**src/rtl/uart_imem_loader_if.sv**
```systemverilog
// rtl/uart_imem_loader_if.sv - UART byte/break inputs and imem/core-control outputs of the boot loader.
interface uart_imem_loader_if #(
  parameter int ADDR_W = 8
);
  logic              uart_rx_valid;
  logic [7:0]        uart_rx_data;
  logic              uart_rx_break;
  logic              imem_we;
  logic [ADDR_W-1:0] imem_addr;
  logic [31:0]       imem_wdata;
  logic              cpu_rst;
  logic              write_done;
  logic              overflow_err;

  modport master (
    output uart_rx_valid, uart_rx_data, uart_rx_break,
    input  imem_we, imem_addr, imem_wdata, cpu_rst, write_done, overflow_err
  );

  modport slave (
    input  uart_rx_valid, uart_rx_data, uart_rx_break,
    output imem_we, imem_addr, imem_wdata, cpu_rst, write_done, overflow_err
  );
endinterface

```
**src/rtl/uart_imem_loader.sv**
```systemverilog
// rtl/uart_imem_loader.sv - assembles UART bytes into little-endian words, writes imem, holds core in reset.
module uart_imem_loader #(
  parameter int          ADDR_W       = 8,
  parameter logic [31:0] END_WORD     = 32'hFFFF_FFFF,
  parameter int          BYTE_TIMEOUT = 2000000
) (
  input  logic                clk,
  input  logic                resetn,
  uart_imem_loader_if.slave   bus
);
  localparam int IDLE_W = $clog2(BYTE_TIMEOUT + 1);

  typedef enum logic [1:0] {LOAD, WRITE, DONE} state_t;

  state_t            state_q, state_d;
  logic [1:0]        byte_cnt_q, byte_cnt_d;
  logic [ADDR_W-1:0] word_addr_q, word_addr_d;
  logic              full_q, full_d;
  logic [31:0]       shift_q, shift_d;
  logic [IDLE_W-1:0] idle_cnt_q, idle_cnt_d;
  logic              imem_we_q, imem_we_d;
  logic [ADDR_W-1:0] imem_addr_q, imem_addr_d;
  logic [31:0]       imem_wdata_q, imem_wdata_d;
  logic              overflow_q, overflow_d;
  logic [31:0]       word;

  // The 4th byte is combined with the three already shifted in so the word can be decided on its strobe.
  assign word = {bus.uart_rx_data, shift_q[23:0]};

  always_comb begin
    state_d      = state_q;
    byte_cnt_d   = byte_cnt_q;
    word_addr_d  = word_addr_q;
    full_d       = full_q;
    shift_d      = shift_q;
    idle_cnt_d   = idle_cnt_q;
    imem_we_d    = 1'b0;
    imem_addr_d  = imem_addr_q;
    imem_wdata_d = imem_wdata_q;
    overflow_d   = overflow_q;
    case (state_q)
      LOAD, WRITE: begin
        if (state_q == WRITE) begin
          state_d = LOAD;
          if (word_addr_q == {ADDR_W{1'b1}}) begin
            full_d = 1'b1;
          end else begin
            word_addr_d = word_addr_q + 1'b1;
          end
        end
        // Break overrides any byte in the same cycle; an in-flight write has already been issued.
        if (bus.uart_rx_break) begin
          byte_cnt_d  = 2'd0;
          word_addr_d = '0;
          full_d      = 1'b0;
          idle_cnt_d  = '0;
        end else if (bus.uart_rx_valid) begin
          idle_cnt_d = '0;
          shift_d[{byte_cnt_q, 3'b000} +: 8] = bus.uart_rx_data;
          byte_cnt_d = byte_cnt_q + 2'd1;
          if (byte_cnt_q == 2'd3) begin
            if (word == END_WORD) begin
              state_d = DONE;
            end else if (!full_q) begin
              state_d      = WRITE;
              imem_we_d    = 1'b1;
              imem_addr_d  = word_addr_q;
              imem_wdata_d = word;
            end else begin
              overflow_d = 1'b1;
            end
          end
        end else if (byte_cnt_q != 2'd0) begin
          if (idle_cnt_q == IDLE_W'(BYTE_TIMEOUT - 1)) begin
            byte_cnt_d = 2'd0;
            idle_cnt_d = '0;
          end else begin
            idle_cnt_d = idle_cnt_q + IDLE_W'(1);
          end
        end
      end
      DONE: begin
        if (bus.uart_rx_break) begin
          state_d     = LOAD;
          byte_cnt_d  = 2'd0;
          word_addr_d = '0;
          full_d      = 1'b0;
          idle_cnt_d  = '0;
        end
      end
      default: state_d = LOAD;
    endcase
  end

  always_ff @(posedge clk) begin
    if (!resetn) begin
      state_q      <= LOAD;
      byte_cnt_q   <= 2'd0;
      word_addr_q  <= '0;
      full_q       <= 1'b0;
      shift_q      <= '0;
      idle_cnt_q   <= '0;
      imem_we_q    <= 1'b0;
      imem_addr_q  <= '0;
      imem_wdata_q <= '0;
      overflow_q   <= 1'b0;
    end else begin
      state_q      <= state_d;
      byte_cnt_q   <= byte_cnt_d;
      word_addr_q  <= word_addr_d;
      full_q       <= full_d;
      shift_q      <= shift_d;
      idle_cnt_q   <= idle_cnt_d;
      imem_we_q    <= imem_we_d;
      imem_addr_q  <= imem_addr_d;
      imem_wdata_q <= imem_wdata_d;
      overflow_q   <= overflow_d;
    end
  end

  assign bus.imem_we      = imem_we_q;
  assign bus.imem_addr    = imem_addr_q;
  assign bus.imem_wdata   = imem_wdata_q;
  assign bus.write_done   = (state_q == DONE);
  assign bus.cpu_rst      = (state_q != DONE);
  assign bus.overflow_err = overflow_q;
endmodule
```
**src/flat_wrapper.sv**
```systemverilog
// flat-port wrapper written by rule: the top's interface ports become plain ports
module uart_imem_loader_flat 
#(
  parameter int          ADDR_W       = 8,
  parameter logic [31:0] END_WORD     = 32'hFFFF_FFFF,
  parameter int          BYTE_TIMEOUT = 2000000
)
  (clk, resetn, bus_uart_rx_valid, bus_uart_rx_data, bus_uart_rx_break, bus_imem_we, bus_imem_addr, bus_imem_wdata, bus_cpu_rst, bus_write_done, bus_overflow_err);
  uart_imem_loader_if #(.ADDR_W(ADDR_W)) bus_i ();
  input  logic clk;
  input  logic resetn;
  input wire logic [$bits(bus_i.uart_rx_valid)-1:0] bus_uart_rx_valid;
  input wire logic [$bits(bus_i.uart_rx_data)-1:0] bus_uart_rx_data;
  input wire logic [$bits(bus_i.uart_rx_break)-1:0] bus_uart_rx_break;
  output wire logic [$bits(bus_i.imem_we)-1:0] bus_imem_we;
  output wire logic [$bits(bus_i.imem_addr)-1:0] bus_imem_addr;
  output wire logic [$bits(bus_i.imem_wdata)-1:0] bus_imem_wdata;
  output wire logic [$bits(bus_i.cpu_rst)-1:0] bus_cpu_rst;
  output wire logic [$bits(bus_i.write_done)-1:0] bus_write_done;
  output wire logic [$bits(bus_i.overflow_err)-1:0] bus_overflow_err;
  assign bus_i.uart_rx_valid = bus_uart_rx_valid;
  assign bus_i.uart_rx_data = bus_uart_rx_data;
  assign bus_i.uart_rx_break = bus_uart_rx_break;
  assign bus_imem_we = bus_i.imem_we;
  assign bus_imem_addr = bus_i.imem_addr;
  assign bus_imem_wdata = bus_i.imem_wdata;
  assign bus_cpu_rst = bus_i.cpu_rst;
  assign bus_write_done = bus_i.write_done;
  assign bus_overflow_err = bus_i.overflow_err;
  uart_imem_loader #(.ADDR_W(ADDR_W), .END_WORD(END_WORD), .BYTE_TIMEOUT(BYTE_TIMEOUT)) u_core (.clk(clk), .resetn(resetn), .bus(bus_i));
endmodule
```
**config.mk**
```make
export PLATFORM = sky130hd
export DESIGN_NAME = uart_imem_loader_flat
export DESIGN_NICKNAME = d
export VERILOG_FILES = /design/src/rtl/uart_imem_loader_if.sv /design/src/rtl/uart_imem_loader.sv /design/src/flat_wrapper.sv
export SDC_FILE = /design/constraint.sdc
export NUM_CORES = 1
export LEC_CHECK = 0
export ABC_AREA = 1
export CAP_MARGIN = 10
export CORE_UTILIZATION = 25
export DETAILED_ROUTE_END_ITERATION = 16
export SYNTH_ARGS = -nofsm -noshare
export SYNTH_HDL_FRONTEND = slang
export SYNTH_SLANG_ARGS = --single-unit
```
**constraint.sdc**
```tcl
create_clock -name clk -period 2.1 [get_ports clk]
set_input_delay 0.42 -clock clk [delete_from_list [all_inputs] [get_ports clk]]
set_output_delay 0.42 -clock clk [all_outputs]
set_load 0.01 [all_outputs]
```
Word level (Yosys, flattened, before mapping). Cells that the tools add are included.

Flip-flop bits (word level): 108. Latch bits: 0. RAM bits: 0. Memory bits (read-only): 0. Input bits: 12. Output and inout bits: 44. Logic and storage cells: 79. Memories: 0.

Add/sub/neg operators: 4. Multipliers: 0. Div/mod/pow operators: 0. $lt $le $gt $ge: 0. Eq/ne operators: 13. Shift-type cells: 2. Multiplexer cells: 31. Bitwise logic cells: 7. Reductions and logical operators: 12.

Operator list (number): 21-bit 2-to-1 mux (5); 21-bit case mux with 2 select lines (1); 32-bit bitwise mux (1); 32-bit equality test (second input constant) (1); 8-bit 2-to-1 mux (4); 8-bit by 7-bit variable shift with 32-bit output (first input constant) (1); 8-bit by 7-bit indexed part select with 32-bit output (1); 2-bit 2-to-1 mux (11); 21-bit by 1-bit adder with 21-bit output (second input constant) (1); 21-bit equality test (second input constant) (1); 8-bit case mux with 2 select lines (1); 4-bit AND reduction (3); 6-bit AND reduction (2); 8-bit by 1-bit adder with 8-bit output (second input constant) (1); 8-bit equality test (second input constant) (1); 4-bit by 3-bit != test with 1-bit output (second input constant) (2); 2-bit case mux with 2 select lines (2); 5-bit negation with 7-bit output (1); 1-bit inverter (7); 3-bit by 2-bit != test with 1-bit output (second input constant) (2); 3-bit AND reduction (2); 6-bit OR reduction (1); 1-bit 2-to-1 mux (5); 2-bit equality test (second input constant) (2); 8 further kinds (10).

Longest topological paths before layout.
Word-level depth: 8. Mapped depth: 11. Gate-level depth less buffers: 10.

Least setup slack after synthesis. OpenSTA, ideal clock, no wires.

Kind: register to register. Start point: register u_core.byte_cnt_q[0]. End point: register u_core.idle_cnt_q[19]. Library setup time: 0.071 ns. Arrival time: 1.494 ns. Data required time: 2.029 ns. Slack: 0.536 ns. Cell stages (with the launch flop): 9. Buffers on the path: 1. Period minus slack after synthesis: 1.564 ns. Path through: dfxtp_1 inv_1 ha_1 a21oi_4 inv_2 nor2_4 buf_6 nand3_1 a21oi_1.

Word-level cells in the longest chain between the ends: 3.

Ends and longest elaborated chain: from (decl) (RTL line uart_imem_loader.sv:16) `logic [1:0] byte_cnt_q, byte_cnt_d;`; from (signal assigned) (RTL line uart_imem_loader.sv:109) `byte_cnt_q <= byte_cnt_d;`; 2-bit nonzero test (RTL line uart_imem_loader.sv:73) `end else if (byte_cnt_q != 2'd0) begin`; 4-bit by 3-bit != test with 1-bit output (no source line); 3-bit AND reduction (no source line); to (signal assigned) (RTL line uart_imem_loader.sv:113) `idle_cnt_q <= idle_cnt_d;`; to (decl) (RTL line uart_imem_loader.sv:20) `logic [IDLE_W-1:0] idle_cnt_q, idle_cnt_d;`.

No other way between the ends. A chain may end at the register's enable or synchronous reset.

Final worst setup path.
Start point: register u_core.state_q[1]. End point: output bus_cpu_rst.

Word-level cells in the longest chain between the ends: 1.

Ends and longest elaborated chain: from (decl) (RTL line uart_imem_loader.sv:15) `state_t state_q, state_d;`; from (signal assigned) (RTL line uart_imem_loader.sv:108) `state_q <= state_d;`; 2-bit != test (RTL line uart_imem_loader.sv:125) `assign bus.cpu_rst = (state_q != DONE);`; to (decl) (RTL line flat_wrapper.sv:18) `output wire logic [$bits(bus_i.cpu_rst)-1:0] bus_cpu_rst;`.

No other way between the ends.

==> implementation parameters <==
Parameter                              Value

Status
  Outcome    finished clean

Power and ir drop
  Peak ir drop on the vdd network    0.000349 V
  Cell leakage power    2.67 nW
  Power per cell area    559 nW/um^2

Detailed routing
  Total via count after detailed routing    4506
  DRC violation count after routing    0
  Routed length per placed instance    11.4 microns
  DRT iter0 DRCs    221
  Drt pass-1 iters    4
  Number of vias per cell after detailed routing    4.17
  Post-detailed-routing wire length    12.4 mm
  Detail Route Antenna Nets    0

Clocking
  CTS tree    yes
  Deepest clock path buffer count    2
  Insertion delay to the later sink of the worst-skew pair    0.35 ns
  Clock transition at the registers of the reported paths    0.07 ns
  Deepest level of the CTS H-tree    3
  Clock Sink Count    100
  Num CTS Buffers    9
  Cell at the root of the clock tree    sky130_fd_sc_hd__clkbuf_16

Placed design
  IO Port Bufs    55
  Cell count after placement    1065
  Post-DP HPWL    9.22 mm
  Cell area after placement    6400 sq um
  Final estimated routing congestion in global placement    0.835

Yosys
  Synth Net Count    737
  Register bit count reported by yosys    100
  Average size of a mapped cell    7.48 sq um
  Post-synthesis cell count    718
  YS warnings    0
  Cell Area, Synth    5370 sq um
  Count of unique library cells instantiated by Yosys    39
  Sequential-to-total area share from yosys stat    37.3%

Worst setup path
  Data required time at the worst endpoint    1.68 ns
  Crit-path max cell delay    0.48 ns
  Category of the worst setup path launch point    flop
  Cell chain of the critical path    inv_2 -> nor2_4 -> inv_1 -> clkdlybuf4s50_1
  CP max FO    4
  Gate family responsible for the most delay along the worst path    buffers and inverters
  Endpoint arrival time on the critical path    1.54 ns
  Register-to-register setup slack    0.40 ns
  Cell with the largest stage delay on the worst path    sky130_fd_sc_hd__clkdlybuf4s50_1
  Critical path buffer and inverter count    3
  Crit end category    output pin
  Critical Setup Path Class    flop to output pin

Floorplan
  Die span in x    149 microns
  Starting density of the core    25.6%
  I/O pin count    56
  Height of the die    149 microns
  Full die area    22100 sq um
  Core Box Area    21000 sq um
  Site Rows    53

Final layout
  Net count of the finished layout    821
  Fin util    31.8%
  Most frequent standard cell in the layout excluding fill and tap cells    sky130_fd_sc_hd__nand2_1
  Fraction of layout instances using a drive strength above 1    23.8%
  Layout overhead on the synthesized area    24.4%
  Final standard cell area without fillers    6680 sq um
  Diode insertion count for antenna repair    0
  Final non-filler cell total    1081
  Commonest cells after routing, fill and taps aside    sky130_fd_sc_hd__nand2_1, sky130_fd_sc_hd__dfxtp_1, sky130_fd_sc_hd__inv_1

Global route
  Via count of the first global-routing pass    4313
  Pin count of the biggest net entering global routing    22
  Leftover overflow at the end of global routing    0
  Wire length of the first global-routing pass    21.0 mm
  Total routing usage reported by global routing    12.0%
  Antenna violations before repair    0

STA
  Minimum clock period    1.96 ns
  Hold Vio Cnt, Final    0
  Worst max-slew margin expressed relative to the limit    73.8%
  Period Utilization, post-route    93.5%
  Worst hold slack after final layout    0.418 ns
  Setup repair after global routing missed its margin    false
  Number of max-slew violations in the final report    0
  Actual transition at the worst max-transition pin    0.393 ns
  Count of final setup violators    0
  Worst Skew    0.00744 ns
  Maximum operating frequency    0.509 GHz

Flow run
  Max-cap viol count    0

Worst hold path
  Min-delay worst type    primary input to flop
final cells by class:
type                    instances  area [sq um]
clock buffers                  13           260
multi-input cells             489          2760
repair buffers                 97           911
flip-flops and latches        100          2000
fillers                      2245         14300
well taps                     275           344
clock inverters                 2          10.0
inverters                     105           394
tightest hold or removal path, stage by stage:
cell and delay [ns]:
sky130_fd_sc_hd__buf_2 0.18, sky130_fd_sc_hd__nand2_2 0.10, sky130_fd_sc_hd__nor2_2 0.03
power breakdown:
part	leakage, nW	total (mW)	switching, mW	internal [mW]
sequential	0.808	1.93	0.0151	1.91
combinational	1.73	0.244	0.151	0.0931
clock	0.135	1.56	0.701	0.859
metrics by stage:
step,TNS (ns),total power [mW],setup WS [ns]
final,0,3.73,0.136
after global routing,0,3.91,0.0603
after detailed placement,-1.21,2.22,-0.0675
after CTS,0,3.80,0.0332
after floorplan,0,2.11,0.536
after global placement,-0.367,2.22,-0.0273
cells in the mapped netlist (all sizes together):
cell type / instances / area share, %
a211oi: 3 / 0.42
a21boi: 1 / 0.14
a21oi: 53 / 5.2
a31oi: 1 / 0.12
buf: 18 / 3.6
clkbuf: 6 / 0.42
dfxtp: 100 / 37
ha: 7 / 1.6
inv: 105 / 7.3
nand2: 182 / 20
nand3: 27 / 2.8
nand4: 12 / 1.4
nor2: 139 / 12
nor3: 19 / 1.9
nor3b: 1 / 0.14
nor4: 1 / 0.12
o2111ai: 1 / 0.16
o211a: 4 / 0.75
o211ai: 1 / 0.14
o21a: 1 / 0.14
o21ai: 25 / 2.3
o21bai: 2 / 0.28
or2: 1 / 0.12
xnor2: 1 / 0.16
xor2: 7 / 1.1
sequential cells by signal, summed over array words and instances (netlist names):
| register | flops |
|---|---|
| u_core.bus.imem_addr | 8 |
| u_core.bus.imem_wdata | 32 |
| u_core.bus.imem_we | 1 |
| u_core.bus.overflow_err | 1 |
| u_core.byte_cnt_q | 2 |
| u_core.full_q | 1 |
| u_core.idle_cnt_q | 21 |
| u_core.shift_q | 24 |
| u_core.state_q | 2 |
| u_core.word_addr_q | 8 |
per-layer routing:
metal  wire (microns)  global-route usage [%]
met4              137                    3.30
met2             5710                    19.6
met1             5940                    15.4
met3              590                    3.44
met5                0                       0
timing repair:
action,CTS,global route
resized for setup,0,1
cloned,0,0
pin swaps,1,0
setup endpoints to repair,1,1
hold buffers,0,0
setup buffers,1,0
worst paths after layout:
check	start	end	cells after the start
setup / recovery	u_core.state_q[1]$_SDFFE_PN0N_	bus_cpu_rst	4
hold / removal	resetn	u_core.bus.imem_wdata[0]$_SDFFE_PN0P_	3
setup reg to reg	u_core.idle_cnt_q[0]$_SDFFE_PN0P_	u_core.idle_cnt_q[11]$_SDFFE_PN0P_	11
hold reg to reg	u_core.bus.overflow_err$_SDFFE_PN0P_	u_core.bus.overflow_err$_SDFFE_PN0P_	2
logic make-up (layout without fill, tap and decap cells):
group,after synthesis,after routing,share of synthesized area [%]
flops,100,100,37.3
fa+ha+maj,7,7,1.63
compound gates,92,92,9.69
xor+xnor,8,8,1.30
simple gates,382,382,38.8
buf+inv,129,217,11.3
Note: power is estimated with default switching activity, not from simulation.
